File: config.mk
export PLATFORM = sky130hd
export DESIGN_NAME = gf180_ram_128x8_arbiter
export DESIGN_NICKNAME = d
export VERILOG_FILES = /design/src/rtl/gf180_ram_128x8_arbiter.sv
export SDC_FILE = /design/constraint.sdc
export NUM_CORES = 1
export LEC_CHECK = 0
export ABC_CLOCK_PERIOD_IN_PS = 2400
export CORE_ASPECT_RATIO = 1.4
export CORE_UTILIZATION = 21
export CTS_BUF_LIST = sky130_fd_sc_hd__clkbuf_16
export CTS_CLUSTER_DIAMETER = 120
export DETAILED_ROUTE_END_ITERATION = 10
export HOLD_SLACK_MARGIN = 0.03
export PLACE_DENSITY = 0.87
export SYNTH_ARGS = -nofsm -noshare
export SYNTH_HDL_FRONTEND = slang
export SYNTH_SLANG_ARGS = --single-unit
export TNS_END_PERCENT = 1
File: constraint.sdc
create_clock -name CLK -period 2.4 [get_ports CLK]
set_input_delay 0.24 -clock CLK [delete_from_list [all_inputs] [get_ports CLK]]
set_output_delay 0.24 -clock CLK [all_outputs]
set_load 0.01 [all_outputs]
File: src/rtl/gf180_ram_128x8_arbiter.sv
// Round-robin two-port arbiter for a gf180 128x8 SRAM macro, with active-low macro control conversion.
// Define GF180_RAM_ARB_CLEAR_EN to zero the whole array after reset before any request is granted.
module gf180_ram_128x8_arbiter (
    input  logic       CLK,
    input  logic       RST_N,
    input  logic       REQ0,
    input  logic       REQ1,
    input  logic       WE0,
    input  logic       WE1,
    input  logic [6:0] ADDR0,
    input  logic [6:0] ADDR1,
    input  logic [7:0] WDATA0,
    input  logic [7:0] WDATA1,
    input  logic [7:0] WMASK0,
    input  logic [7:0] WMASK1,
    output logic       GNT0,
    output logic       GNT1,
    output logic       RVALID0,
    output logic       RVALID1,
    output logic [7:0] RDATA0,
    output logic [7:0] RDATA1,
    output logic       INIT_DONE,
    output logic       RAM_CEN,
    output logic       RAM_GWEN,
    output logic [6:0] RAM_A,
    output logic [7:0] RAM_D,
    output logic [7:0] RAM_WEN,
    input  logic [7:0] RAM_Q
);

    logic       prio;
    logic       init_done;
    logic       clearing;
    logic [6:0] clr_addr;
    logic       gnt0, gnt1;
    logic       rvalid0, rvalid1;

`ifdef GF180_RAM_ARB_CLEAR_EN
    typedef enum logic {ST_CLEAR, ST_RUN} state_t;

    state_t     state;
    logic [6:0] clr_cnt;

    always_ff @(posedge CLK or negedge RST_N) begin
        if (!RST_N) begin
            state     <= ST_CLEAR;
            clr_cnt   <= 7'd0;
            init_done <= 1'b0;
        end else begin
            case (state)
                ST_CLEAR: begin
                    clr_cnt <= clr_cnt + 7'd1;
                    if (clr_cnt == 7'd127) begin
                        state     <= ST_RUN;
                        init_done <= 1'b1;
                    end
                end
                default: init_done <= 1'b1;
            endcase
        end
    end

    // Gated by RST_N so the macro sees idle controls while reset is held.
    assign clearing = (state == ST_CLEAR) && RST_N;
    assign clr_addr = clr_cnt;
`else
    always_ff @(posedge CLK or negedge RST_N) begin
        if (!RST_N) init_done <= 1'b0;
        else        init_done <= 1'b1;
    end

    assign clearing = 1'b0;
    assign clr_addr = 7'd0;
`endif

    // prio names the port that wins when both request.
    always_comb begin
        gnt0 = 1'b0;
        gnt1 = 1'b0;
        if (init_done) begin
            if (REQ0 && (!REQ1 || !prio)) gnt0 = 1'b1;
            else if (REQ1)                gnt1 = 1'b1;
        end
    end

    always_comb begin
        RAM_CEN  = 1'b1;
        RAM_GWEN = 1'b1;
        RAM_WEN  = 8'hFF;
        RAM_A    = 7'd0;
        RAM_D    = 8'h00;
        if (clearing) begin
            RAM_CEN  = 1'b0;
            RAM_GWEN = 1'b0;
            RAM_WEN  = 8'h00;
            RAM_A    = clr_addr;
        end else if (gnt0) begin
            RAM_CEN  = 1'b0;
            RAM_GWEN = ~WE0;
            RAM_WEN  = WE0 ? ~WMASK0 : 8'hFF;
            RAM_A    = ADDR0;
            RAM_D    = WDATA0;
        end else if (gnt1) begin
            RAM_CEN  = 1'b0;
            RAM_GWEN = ~WE1;
            RAM_WEN  = WE1 ? ~WMASK1 : 8'hFF;
            RAM_A    = ADDR1;
            RAM_D    = WDATA1;
        end
    end

    always_ff @(posedge CLK or negedge RST_N) begin
        if (!RST_N) begin
            prio    <= 1'b0;
            rvalid0 <= 1'b0;
            rvalid1 <= 1'b0;
        end else begin
            rvalid0 <= gnt0 & ~WE0;
            rvalid1 <= gnt1 & ~WE1;
            if (gnt0)      prio <= 1'b1;
            else if (gnt1) prio <= 1'b0;
        end
    end

    assign GNT0      = gnt0;
    assign GNT1      = gnt1;
    assign RVALID0   = rvalid0;
    assign RVALID1   = rvalid1;
    assign RDATA0    = rvalid0 ? RAM_Q : 8'h00;
    assign RDATA1    = rvalid1 ? RAM_Q : 8'h00;
    assign INIT_DONE = init_done;

endmodule
==> run_results.csv <==
group,metric,value,unit
place,port_buffers,105,
critical_path,slowest_stage,"clkdlybuf4s50_1",
sta,timing.final.crit_share,0.911,
global_routing,grt_overflow,0,
layout,syn_to_final_growth,201,%
floorplanning,core-area,2470,sq um
global_routing,grt_start_max_net_pins,18,
synth,synth-seq-cells,4,
clock_network,ctsHoldBuffers,0,
sta,clock.fmax,0.457,GHz
synth,yosysSeqAreaShare,0.176,
clock_network,cts_buffers,3,
clock_network,cts_resized,0,
power_and_ir_drop,ir_drop,0.250,mV
global_routing,grt_usage,0.195,
critical_path,critical_path.max_stage_delay,0.56,ns
synth,synth_edf_count,0,
synth,synth_top_cells_by_count,"16 x and2_1, 15 x a22o_1, 7 x a32oi_1",
critical_path,required,2.16,ns
detailed_routing,drt_iter0_drc,10,
power_and_ir_drop,p_leak,0.657,nW
clock_network,cts_tree,"built",
synth,synthDistinctLibCells,21,
clock_network,clockBufferDepth,2,
synth,async_reset_ff_frac,1.00,
clock_network,clk_pin_slew,0.03,ns
detailed_routing,ant_nets,0,
power_and_ir_drop,p_sw,0.150,mW
synth,synth.area.top_cells,"a22o_1 23%, and2_1 18%, dfrtp_1 18%",
synth,yosysMostFrequentCell,"and2_1",
synth,synthCells,61,
power_and_ir_drop,power.internal,0.468,mW
floorplanning,start_util,0.230,
power_and_ir_drop,clockPowerShare,0.428,
power_and_ir_drop,powerDensity,361,nW/um^2
sta,fin_skew,0.000823,ns
floorplanning,ios,106,
detailed_routing,viasPerCell,4.75,
layout,layout-drive-gt1-share,0.0719,
detailed_routing,vias,954,
floorplanning,dieHeight,63.5,um
detailed_routing,drc,0,
clock_network,clk_latency,0.23,ns
synth,avgSynthCellArea,9.31,sq um
power_and_ir_drop,comb_power_share,0.441,
clock_network,cts.sink_count,4,
hold_path,min_path_type,"in2async",
synth,ys.flop_type,"dfrtp_1",
place,dpl.hpwl,2410,um
layout,insertedDiodeCount,0,
synth,syn_nets,121,
detailed_routing,drt-pass1-iter-count,4,
job,drv_cap,0,
clock_network,postCtsSetupBuffers,0,
sta,tns,0,ns
global_routing,grt_pass1_wl,4080,um
synth,yosysTopAreaCellShare,0.231,
run_status,run_status,"finished, final reports clean",
power_and_ir_drop,power_frac_seq,0.131,
sta,rsz0062_at_grt,"false",
detailed_routing,drt-total-wl,2820,um
floorplanning,fp-row-count,21,
floorplanning,die_w,46.0,um
sta,final_hold_viol_count,0,
critical_path,crit_chain,"clkdlybuf4s50_1 -> nand2_2 -> nor3b_4 -> a32oi_1 -> clkdlybuf4s50_1",
critical_path,cp_max_fo,8,
place,dpl.cell_count,198,
critical_path,path_delay_family,"buffers and inverters",
place,gp_congestion,0.785,
synth,syn_area,568,sq um
synth,ys_warn_count,0,
critical_path,cp-start-kind,"primary input",
floorplanning,dieArea,2920,sq um
global_routing,grt_pass1_vias,929,
layout,finalNonFillerCells,201,
critical_path,crit_type,"in2out",
power_and_ir_drop,netSwitchingFraction,0.243,
clock_network,htree_levels,1,
sta,setup_violations,0,
critical_path,critPathMostFrequentCell,"clkdlybuf4s50_1",
layout,nNetsFinal,229,
global_routing,antenna_found_initial,0,
clock_network,clockRootBuffer,"clkbuf_16",
detailed_routing,wire_per_inst,14.0,um
sta,drv_slew,0,
synth,yosys.area.top_type,"a22o_1",
critical_path,timing.critical_path.buf_inv,2,
critical_path,cp.arrival,1.95,ns
critical_path,end_kind,"primary output",
sta,fin_crit,2.19,ns
layout,fillers,216,
-- power by group through the flow --
stage                     combinational [mW]  sequential (mW)  clock, mW
after global routing                   0.290           0.0817      0.274
after detailed placement               0.274           0.0815          0
after global placement                 0.270           0.0811          0
final                                  0.273           0.0808      0.265
after CTS                              0.275           0.0807      0.268
after floorplan                       0.0893           0.0813          0
-- metal layers --
metal	wire length (um)	share of wire	global-route usage	vias to the layer above
li1	-	-	-	450
met1	868	0.31	0.168	410
met2	1480	0.53	0.370	87
met3	410	0.15	0.0716	7
met4	57	0.020	0.0772	0
met5	0	0	0	-
-- area by class of cell --
type,count,area (sq um),area share
clock buffers,3,75.1,0.0439
multi-input cells,53,427,0.249
flip-flops and latches,4,100,0.0585
well taps,34,42.5,0.0249
repair buffers,107,1070,0.623
-- registers in the layout, indices dropped and copies added, names as in the netlist --
name,cells
prio,1
INIT_DONE,1
RVALID0,1
RVALID1,1
-- stage by stage --
stage          setup slack, ns  power, mW   util  hold WS, ns  area [sq um]
2_1_floorplan             1.01      0.171      -      -0.0556           568
3_3_place_gp             0.247      0.351  0.662        0.450          1640
3_5_place_dp             0.197      0.355  0.662        0.459          1640
4_1_cts                  0.200      0.624  0.693        0.221          1710
5_1_grt                 0.0956      0.646  0.693        0.230          1710
6_report                 0.214      0.618  0.693        0.219          1710
-- path summary, 6_finish.rpt --
check                           slack (ns)    endpoint  cells after the start      start
worst max-delay path                  0.21  RAM_WEN[3]                      5       REQ1
worst min-delay path                  0.22        prio                      1      RST_N
worst max register to register        1.32        prio                      4  INIT_DONE
worst min register to register        0.64        prio                      1       prio
max in group asynchronous             2.01     RVALID0                      1      RST_N
min in group CLK                      0.64        prio                      1       prio
-- kinds of logic after synthesis --
| logic type | Yosys count | share of synthesized area |
|---|---|---|
| AO/OA/AOI/OAI | 25 | 0.392 |
| buffers and inverters | 4 | 0.0727 |
| flip-flops | 4 | 0.176 |
| multiplexers | 1 | 0.0198 |
| other | 1 | 0.00660 |
| AND/OR/NAND/NOR | 26 | 0.333 |
-- placed cells by master (no fill, tap or decap) --
master | netlist | routed
a32oi_1 | 7 | 7
a21o_2 | 1 | 1
nor2b_4 | 1 | 1
and2b_1 | 1 | 1
conb_1 | 1 | 1
a21oi_4 | 1 | 1
nand2_1 | 2 | 2
buf_4 | 0 | 2
nor3_1 | 1 | 1
a22o_1 | 15 | 15
nor3b_4 | 1 | 1
mux2_2 | 1 | 1
nand4_1 | 1 | 1
nor2_1 | 1 | 1
nand2_2 | 1 | 1
dfrtp_1 | 4 | 4
clkdlybuf4s50_1 | 0 | 105
and2_1 | 16 | 16
clkbuf_16 | 0 | 3
a21oi_1 | 1 | 1
nor2_8 | 1 | 1
Power figures use the tool's default switching activity.
